**config.mk**
```make
export PLATFORM = sky130hd
export DESIGN_NAME = controller_uart_rx_bridge
export DESIGN_NICKNAME = d
export VERILOG_FILES = /design/src/rtl/controller_uart_rx_bridge.sv
export SDC_FILE = /design/constraint.sdc
export NUM_CORES = 1
export LEC_CHECK = 0
export BUFFER_PORTS_ARGS = -buffer_cell sky130_fd_sc_hd__clkbuf_2
export CAP_MARGIN = 20
export CORE_ASPECT_RATIO = 1.2
export CORE_MARGIN = 2
export CORE_UTILIZATION = 40
export CTS_CLUSTER_SIZE = 25
export DETAILED_ROUTE_END_ITERATION = 16
export PLACE_DENSITY_LB_ADDON = 0.1
export SYNTH_ARGS = -nofsm -noshare
export SYNTH_HDL_FRONTEND = slang
export SYNTH_SLANG_ARGS = --single-unit
```
**constraint.sdc**
```tcl
create_clock -name clk -period 4.7 [get_ports clk]
set_input_delay 0.705 -clock clk [delete_from_list [all_inputs] [get_ports clk]]
set_output_delay 0.705 -clock clk [all_outputs]
set_load 0.05 [all_outputs]
```
**src/rtl/controller_uart_rx_bridge.sv**
```systemverilog
// rtl/controller_uart_rx_bridge.sv - UART 8N1 receiver, packet parser and Avalon-MM read-only register slave
// Optional checksum byte enabled by defining CONTROLLER_RX_CHECKSUM_EN.
module controller_uart_rx_bridge #(
    parameter int          CLK_HZ       = 50000000,
    parameter int          BAUD         = 115200,
    parameter logic [7:0]  SYNC_BYTE    = 8'hA5,
    parameter int          TIMEOUT_BITS = 20
) (
    input  logic       clk,
    input  logic       reset,
    input  logic       rxd,
    input  logic       avs_chipselect,
    input  logic       avs_read,
    input  logic       avs_address,
    output logic [7:0] avs_readdata,
    output logic       pkt_stb,
    output logic       err_stb
);

    localparam int CLKS_PER_BIT = CLK_HZ / BAUD;
    localparam int HALF_BIT     = CLKS_PER_BIT / 2;
    localparam int TO_LIMIT     = TIMEOUT_BITS * CLKS_PER_BIT;
    localparam int CNT_W        = $clog2(CLKS_PER_BIT + 1);
    localparam int TO_W         = $clog2(TO_LIMIT + 1);

    typedef enum logic [1:0] {RX_IDLE, RX_START, RX_DATA, RX_STOP} rx_state_t;
`ifdef CONTROLLER_RX_CHECKSUM_EN
    typedef enum logic [1:0] {P_HUNT, P_VAL, P_BTN, P_CHK} p_state_t;
`else
    typedef enum logic [1:0] {P_HUNT, P_VAL, P_BTN} p_state_t;
`endif

    logic             rx_meta_q, rx_s_q;
    rx_state_t        rx_state_q, rx_state_d;
    logic [CNT_W-1:0] clk_cnt_q;
    logic [2:0]       bit_cnt_q;
    logic [7:0]       shift_q;
    logic             brk_q;
    logic             rx_tick, byte_valid, rx_frame_err;

    p_state_t         p_state_q, p_state_d;
    logic [7:0]       val_stage_q;
    logic [7:0]       value_q;
    logic             button_q;
    logic [TO_W-1:0]  to_cnt_q;
    logic             p_timeout, p_commit, p_chk_err, commit_btn;
`ifdef CONTROLLER_RX_CHECKSUM_EN
    logic [7:0]       btn_byte_q;
`endif

    // Two-flop synchroniser; idles high so reset does not look like a start bit
    always_ff @(posedge clk) begin
        if (reset) begin
            rx_meta_q <= 1'b1;
            rx_s_q    <= 1'b1;
        end else begin
            rx_meta_q <= rxd;
            rx_s_q    <= rx_meta_q;
        end
    end

    // Sample point: half a bit after the start edge, then every full bit period
    always_comb begin
        rx_tick = 1'b0;
        if (rx_state_q == RX_START)
            rx_tick = (clk_cnt_q == CNT_W'(HALF_BIT - 1));
        else
            rx_tick = (clk_cnt_q == CNT_W'(CLKS_PER_BIT - 1));
    end

    // RX state register
    always_ff @(posedge clk) begin
        if (reset) rx_state_q <= RX_IDLE;
        else       rx_state_q <= rx_state_d;
    end

    // RX next state; after a bad stop bit, STOP holds until the line returns high
    always_comb begin
        rx_state_d = rx_state_q;
        case (rx_state_q)
            RX_IDLE:  if (!rx_s_q) rx_state_d = RX_START;
            RX_START: if (rx_tick) rx_state_d = rx_s_q ? RX_IDLE : RX_DATA;
            RX_DATA:  if (rx_tick && bit_cnt_q == 3'd7) rx_state_d = RX_STOP;
            RX_STOP: begin
                if (brk_q) begin
                    if (rx_s_q) rx_state_d = RX_IDLE;
                end else if (rx_tick && rx_s_q) begin
                    rx_state_d = RX_IDLE;
                end
            end
            default:  rx_state_d = RX_IDLE;
        endcase
    end

    // RX outputs: completed byte or framing error at the mid-stop-bit sample
    always_comb begin
        byte_valid   = (rx_state_q == RX_STOP) && !brk_q && rx_tick && rx_s_q;
        rx_frame_err = (rx_state_q == RX_STOP) && !brk_q && rx_tick && !rx_s_q;
    end

    // RX datapath: bit-period counter, bit counter, LSB-first shift register
    always_ff @(posedge clk) begin
        if (reset) begin
            clk_cnt_q <= '0;
            bit_cnt_q <= '0;
            shift_q   <= '0;
            brk_q     <= 1'b0;
        end else begin
            case (rx_state_q)
                RX_IDLE: begin
                    clk_cnt_q <= '0;
                    bit_cnt_q <= '0;
                    brk_q     <= 1'b0;
                end
                RX_START: clk_cnt_q <= rx_tick ? '0 : clk_cnt_q + 1'b1;
                RX_DATA: begin
                    clk_cnt_q <= rx_tick ? '0 : clk_cnt_q + 1'b1;
                    if (rx_tick) begin
                        shift_q   <= {rx_s_q, shift_q[7:1]};
                        bit_cnt_q <= bit_cnt_q + 1'b1;
                    end
                end
                RX_STOP: begin
                    clk_cnt_q <= rx_tick ? '0 : clk_cnt_q + 1'b1;
                    if (rx_frame_err) brk_q <= 1'b1;
                end
                default: clk_cnt_q <= '0;
            endcase
        end
    end

    // Inter-byte timeout fires only between bytes of a partially received packet
    always_comb begin
        p_timeout = (p_state_q != P_HUNT) && !byte_valid &&
                    (to_cnt_q == TO_W'(TO_LIMIT - 1));
    end

    // Parser state register
    always_ff @(posedge clk) begin
        if (reset) p_state_q <= P_HUNT;
        else       p_state_q <= p_state_d;
    end

    // Parser next state; sync byte only counts as a marker while hunting
    always_comb begin
        p_state_d = p_state_q;
        if (rx_frame_err || p_timeout) begin
            p_state_d = P_HUNT;
        end else if (byte_valid) begin
            case (p_state_q)
                P_HUNT: if (shift_q == SYNC_BYTE) p_state_d = P_VAL;
                P_VAL:  p_state_d = P_BTN;
`ifdef CONTROLLER_RX_CHECKSUM_EN
                P_BTN:  p_state_d = P_CHK;
                P_CHK:  p_state_d = P_HUNT;
`else
                P_BTN:  p_state_d = P_HUNT;
`endif
                default: p_state_d = P_HUNT;
            endcase
        end
    end

    // Parser outputs: commit on the last byte of a good packet
    always_comb begin
`ifdef CONTROLLER_RX_CHECKSUM_EN
        p_commit   = byte_valid && (p_state_q == P_CHK) &&
                     (shift_q == (val_stage_q ^ btn_byte_q));
        p_chk_err  = byte_valid && (p_state_q == P_CHK) &&
                     (shift_q != (val_stage_q ^ btn_byte_q));
        commit_btn = btn_byte_q[0];
`else
        p_commit   = byte_valid && (p_state_q == P_BTN);
        p_chk_err  = 1'b0;
        commit_btn = shift_q[0];
`endif
        pkt_stb = p_commit && !reset;
        err_stb = (rx_frame_err || p_timeout || p_chk_err) && !reset;
    end

    // Parser datapath: staging bytes, atomic register commit, timeout counter
    always_ff @(posedge clk) begin
        if (reset) begin
            val_stage_q <= '0;
            value_q     <= '0;
            button_q    <= 1'b0;
            to_cnt_q    <= '0;
`ifdef CONTROLLER_RX_CHECKSUM_EN
            btn_byte_q  <= '0;
`endif
        end else begin
            if (byte_valid && p_state_q == P_VAL) val_stage_q <= shift_q;
`ifdef CONTROLLER_RX_CHECKSUM_EN
            if (byte_valid && p_state_q == P_BTN) btn_byte_q <= shift_q;
`endif
            if (p_commit) begin
                value_q  <= val_stage_q;
                button_q <= commit_btn;
            end
            if (p_state_q == P_HUNT || byte_valid) to_cnt_q <= '0;
            else                                   to_cnt_q <= to_cnt_q + 1'b1;
        end
    end

    // Zero-latency read mux, driven low when not being read
    always_comb begin
        avs_readdata = 8'h00;
        if (avs_chipselect && avs_read)
            avs_readdata = avs_address ? {7'b0, button_q} : value_q;
    end

endmodule

```
## Yosys cells after proc, flatten, opt, wreduce, memory -nomap -nowiden

Cells that the tools add are included.

| word-level totals | value |
|---|---|
| register bits | 58 |
| input bits | 6 |
| output and inout bits | 10 |
| logic and storage cells | 84 |

| cells by class | value |
|---|---|
| add/sub/neg operators | 3 |
| equality and inequality tests | 18 |
| mux-type cells | 19 |
| reduce and logical (&&, ||, !) cells | 32 |

Operators by type and width:

| cell | count |
|---|---|
| $pmux 9 s2 | 1 |
| $mux 2 | 8 |
| $mux 8 | 2 |
| $add 14x1->14 const B | 1 |
| $eq 14x14->1 const B | 1 |
| $logic_and 1x1->1 | 13 |
| $ne 2x2->1 const B | 6 |
| $add 9x1->9 const B | 1 |
| $eq 9x8->1 const B | 1 |
| $eq 9x9->1 const B | 1 |
| $mux 9 | 1 |
| $eq 8x8->1 const B | 1 |
| $pmux 2 s4 | 1 |
| $reduce_and 2->1 | 4 |
| $eq 2x2->1 const B | 3 |
| $ne 3x3->1 const B | 2 |
| $pmux 3 s2 | 1 |
| $reduce_bool 2->1 | 3 |
| $reduce_and 5->1 | 1 |
| $eq 2x1->1 const B | 2 |
| $logic_not 1->1 | 4 |
| $logic_not 2->1 | 2 |
| $pmux 2 s2 | 1 |
| $reduce_or 2->1 | 2 |
| 7 further kinds | 9 |

## Logic depth before layout (Yosys ltp)

| depth | value |
|---|---|
| word-level depth | 9 |
| depth in mapped cells | 7 |
| mapped depth without buffers | 6 |

## Worst setup path after synthesis

OpenSTA, ideal clock, no wires.

| path | value |
|---|---|
| kind | register -> output |
| start point | register to_cnt_q[0] |
| end point | output port err_stb |
| arrival time | 2185 ps |
| required time | 3995 ps |
| setup slack | 1810 ps |
| stages on the path, launching flop included | 7 |
| buffers on the path | 0 |
| cell sequence | dfxtp_1 -> ha_1 -> and3_1 -> nand2_1 -> or4_1 -> mux2_2 -> nor2_1 |

| on the way | value |
|---|---|
| word-level cells in the longest chain between the ends | 4 |

RTL lines:

| element | line | text |
|---|---|---|
| start, declared | 45 | `logic [TO_W-1:0] to_cnt_q;` |
| start signal, assigned | 201 | `else to_cnt_q <= to_cnt_q + 1'b1;` |
| $eq 14x14->1 | 135 | `(to_cnt_q == TO_W'(TO_LIMIT - 1));` |
| $logic_and 1x1->1 | 134 | `p_timeout = (p_state_q != P_HUNT) && !byte_valid &&` |
| $logic_or 1x1->1 | 178 | `err_stb = (rx_frame_err \|\| p_timeout \|\| p_chk_err) && !reset;` |
| $logic_and 1x1->1 | 178 |  |
| end, declared | 17 | `output logic err_stb` |

Every way passes these cells.

## Worst setup path in the final report

Same ends and word-level chain as after synthesis.

==> metrics.md <==
| Metric | Value |
|---|---|
| Max-cap violations | 0 |
| CTS resizes | 0 |
| Top post-synthesis cells by area | dfxtp_1, mux2i_1, nor2_1 |
| Synth Flop Type | dfxtp_1 |
| Detailed placement HPWL | approximately 3000 µm |
| Total global-route track usage | 0.143 |
| # rows | 31 |
| Hold Startpoint | rx_meta_q$_SDFF_PP1_ |
| CP max stage cell | or4_1 |
| First drt pass iteration count | 4 |
| Worst-path clk slew | 70 ps |
| RR Startpoint | rx_state_q[0]$_SDFFE_PP0P_ |
| Layout cell share with drive strength beyond 1 | 0.146 |
| Grt ovf | 0 |
| Post-synth EDFFs | 0 |
| Pins Over Slew Limit | 0 |
| CP max stage delay | 560 ps |
| Max H-tree Level | 3 |
| Via density | just under 5 |
| CTS buffer count | 9 |
| Least-Margin Pin Slew | ~800 ps |
| Yosys top cell by area | dfxtp_1 |
| Placed instance area | between 2000 and 3000 µm² |
| Wirelength, routed | 4450 µm |
| Die X | 77.0 µm |
| PwrDens | about 320 nW/µm² |
| Post-synth ARST share | 0 |
| Setup bufs post-CTS | 0 |
| Critical path data required time | around 4000 ps |
| CP Data Arrival Time | about 2400 ps |
| CTS Sinks | 58 |
| Number of remaining DRC errors | 0 |
| CP endpoint kind | output port |
| Leakage | approximately 0.0011 µW |
| RePlAce Congestion | around 0.76 |
| Count of different cell masters after synthesis | 45 |
| Hold WC Path Type | reg -> reg |
| Final Cell Area | around 2900 µm² |
| Drt wl/cell | around 12 µm |
| Flops & latches, synth | a little under 60 |
| Final hold violation count | 0 |
| RSZ-0062 raised after global routing | false |
| Final setup vio count | 0 |
| 1st-iter DRT viols | 76 |
| Synth Cell Area | roughly 2600 µm² |
| VDD IR max | about 0.16 mV |
| Cells after synthesis | approximately 270 |
| CTS Root Cell | clkbuf_8 |
| CTS max path bufs | 2 |
| Minimum clock period | roughly 3100 ps |
| Initial antenna violation count | 0 |
| Die H | ~92 µm |
| Part of the cycle the worst path needs | 0.656 |
| Worst slew margin | 0.482 |
| Status | finished, final reports clean |
| Commonest cells in the synthesized netlist | nor2_1, dfxtp_1, mux2i_1 |
| Critical path type | reg -> out |
| Antenna diode count | 0 |
| Fmax | 0.324 GHz |
| I/O Buffers | 15 |
| Number of global-route vias before repair | 1725 |
| Count leader, synth | nor2_1 |
| Syn nets | approximately 280 |
| CTS Hold Bufs | 0 |
| # IOs | 16 |
| CTS tree | yes |
| Largest net degree at the start of global routing | approximately 40 |
| Syn Area/Cell | between 9 and 10 µm² |
| Crit-path max FO | 3 |
| Worst Setup SP | to_cnt_q[0]$_SDFF_PP0_ |
| Sequential share of the synthesized area | 0.454 |
| Worst path cell trace | ha_1, and3_1, nand2_1, or4_1, mux2_2, nor2_1, clkbuf_2 |
| Initial Utilization | 0.417 |
| Buffers plus inverters on the worst setup path | 1 |
| Core area | between 6000 and 7000 µm² |
| Worst Skew | about 7.8 ps |
| Synth Warn # | 0 |
| Total negative slack | 0 ps |
| Final ANT Viol Nets | 0 |
| Final #Nets | roughly 300 |
| Area Growth Syn to Fin | 11.7% |
| DR vias | 1844 |
| Critical Path Source Type | flip-flop |
| DIE AREA | 7050 µm² |
| Area share of the largest cell type after synthesis | 0.454 |
| Top delay family on crit path | simple AND/OR/NAND/NOR gates |
| Clk Latency, worst-skew pair | approximately 330 ps |
| First-pass GRT wire length | 7910 µm |
==> metal layers <==
metal	wire length (µm)	part of all wire	track usage
met5	0	0	0
met4	122	0.027	0.0893
met3	154	0.035	0.0388
met2	2010	0.45	0.223
met1	2160	0.49	0.174
==> logic make-up after synthesis <==
family                   share of synthesized area
adder cells (fa/ha/maj)                     0.0196
XOR/XNOR                                    0.0651
AO/OA/AOI/OAI                               0.0504
multiplexers                                 0.106
AND/OR/NAND/NOR                              0.273
buffers and inverters                       0.0313
flip-flops                                   0.454
==> stage by stage <==
step / utilization / total power [µW] / hold slack [ps] / worst slack, ps / cells
after floorplan: - / 530 / 389 / 1810 / 273
after global placement: 0.438 / 536 / 393 / 2010 / 360
after detailed placement: 0.438 / 536 / 399 / 1970 / 360
after CTS: 0.466 / 935 / 416 / 1590 / 376
after global routing: 0.466 / 963 / 430 / 1460 / 376
final: 0.466 / 917 / 411 / 1620 / 376
==> final timing paths <==
check | endpoint | slack [ps] | cells after the start
hold / removal | rx_s_q$_SDFF_PP1_ | 410 | 1
hold reg to reg | rx_s_q$_SDFF_PP1_ | 410 | 1
setup / recovery | err_stb | 1620 | 7
setup reg to reg | shift_q[4]$_SDFFE_PP0P_ | 2530 | 5
==> registers in the layout, summed over array words and instances, names as in the netlist, named ones only <==
register and count:
rx_state_q 1, to_cnt_q 14, p_state_q 2, clk_cnt_q 9, value_q 8, bit_cnt_q 3
val_stage_q 8, brk_q 1, rx_s_q 1, shift_q 8, button_q 1, rx_meta_q 1
==> cell type report <==
type                       count  area (µm²)
fill                         636        3270
clock inverter                 5        30.0
inverter                       4        15.0
clock buffer                  11         141
multi-input combinational    199        1320
sequential                    58        1160
timing repair buffer          17        90.1
tap                           82         103
==> power breakdown <==
part           total, µW  switching [µW]  leakage (µW)  internal (µW)
Sequential           502            7.57      0.000468            495
Clock                392             190     0.0000851            202
Combinational       21.9            13.8      0.000519           8.07
Total                917             211       0.00107            705
==> layout by cell type (no fill, tap or decap), types with 2 or more instances in the layout <==
cell and instances:
nor2_1 62, nand3b_1 3, or4_1 2, ha_1 4, nand2_1 12, nand2b_1 3
nor3b_1 2, nand3_1 12, and2_1 8, and4_1 2, nor3_1 4, clkinv_2 3
nand4_1 5, xnor2_1 8, clkbuf_8 10, or2_2 2, clkbuf_2 15, inv_1 4
a21oi_1 2, buf_4 2, and4b_1 2, mux2i_1 26, and3_1 5, clkinvlp_4 2
dfxtp_1 58, xor2_1 11, o21ai_1 5
Note: power is estimated with default switching activity, not from simulation.
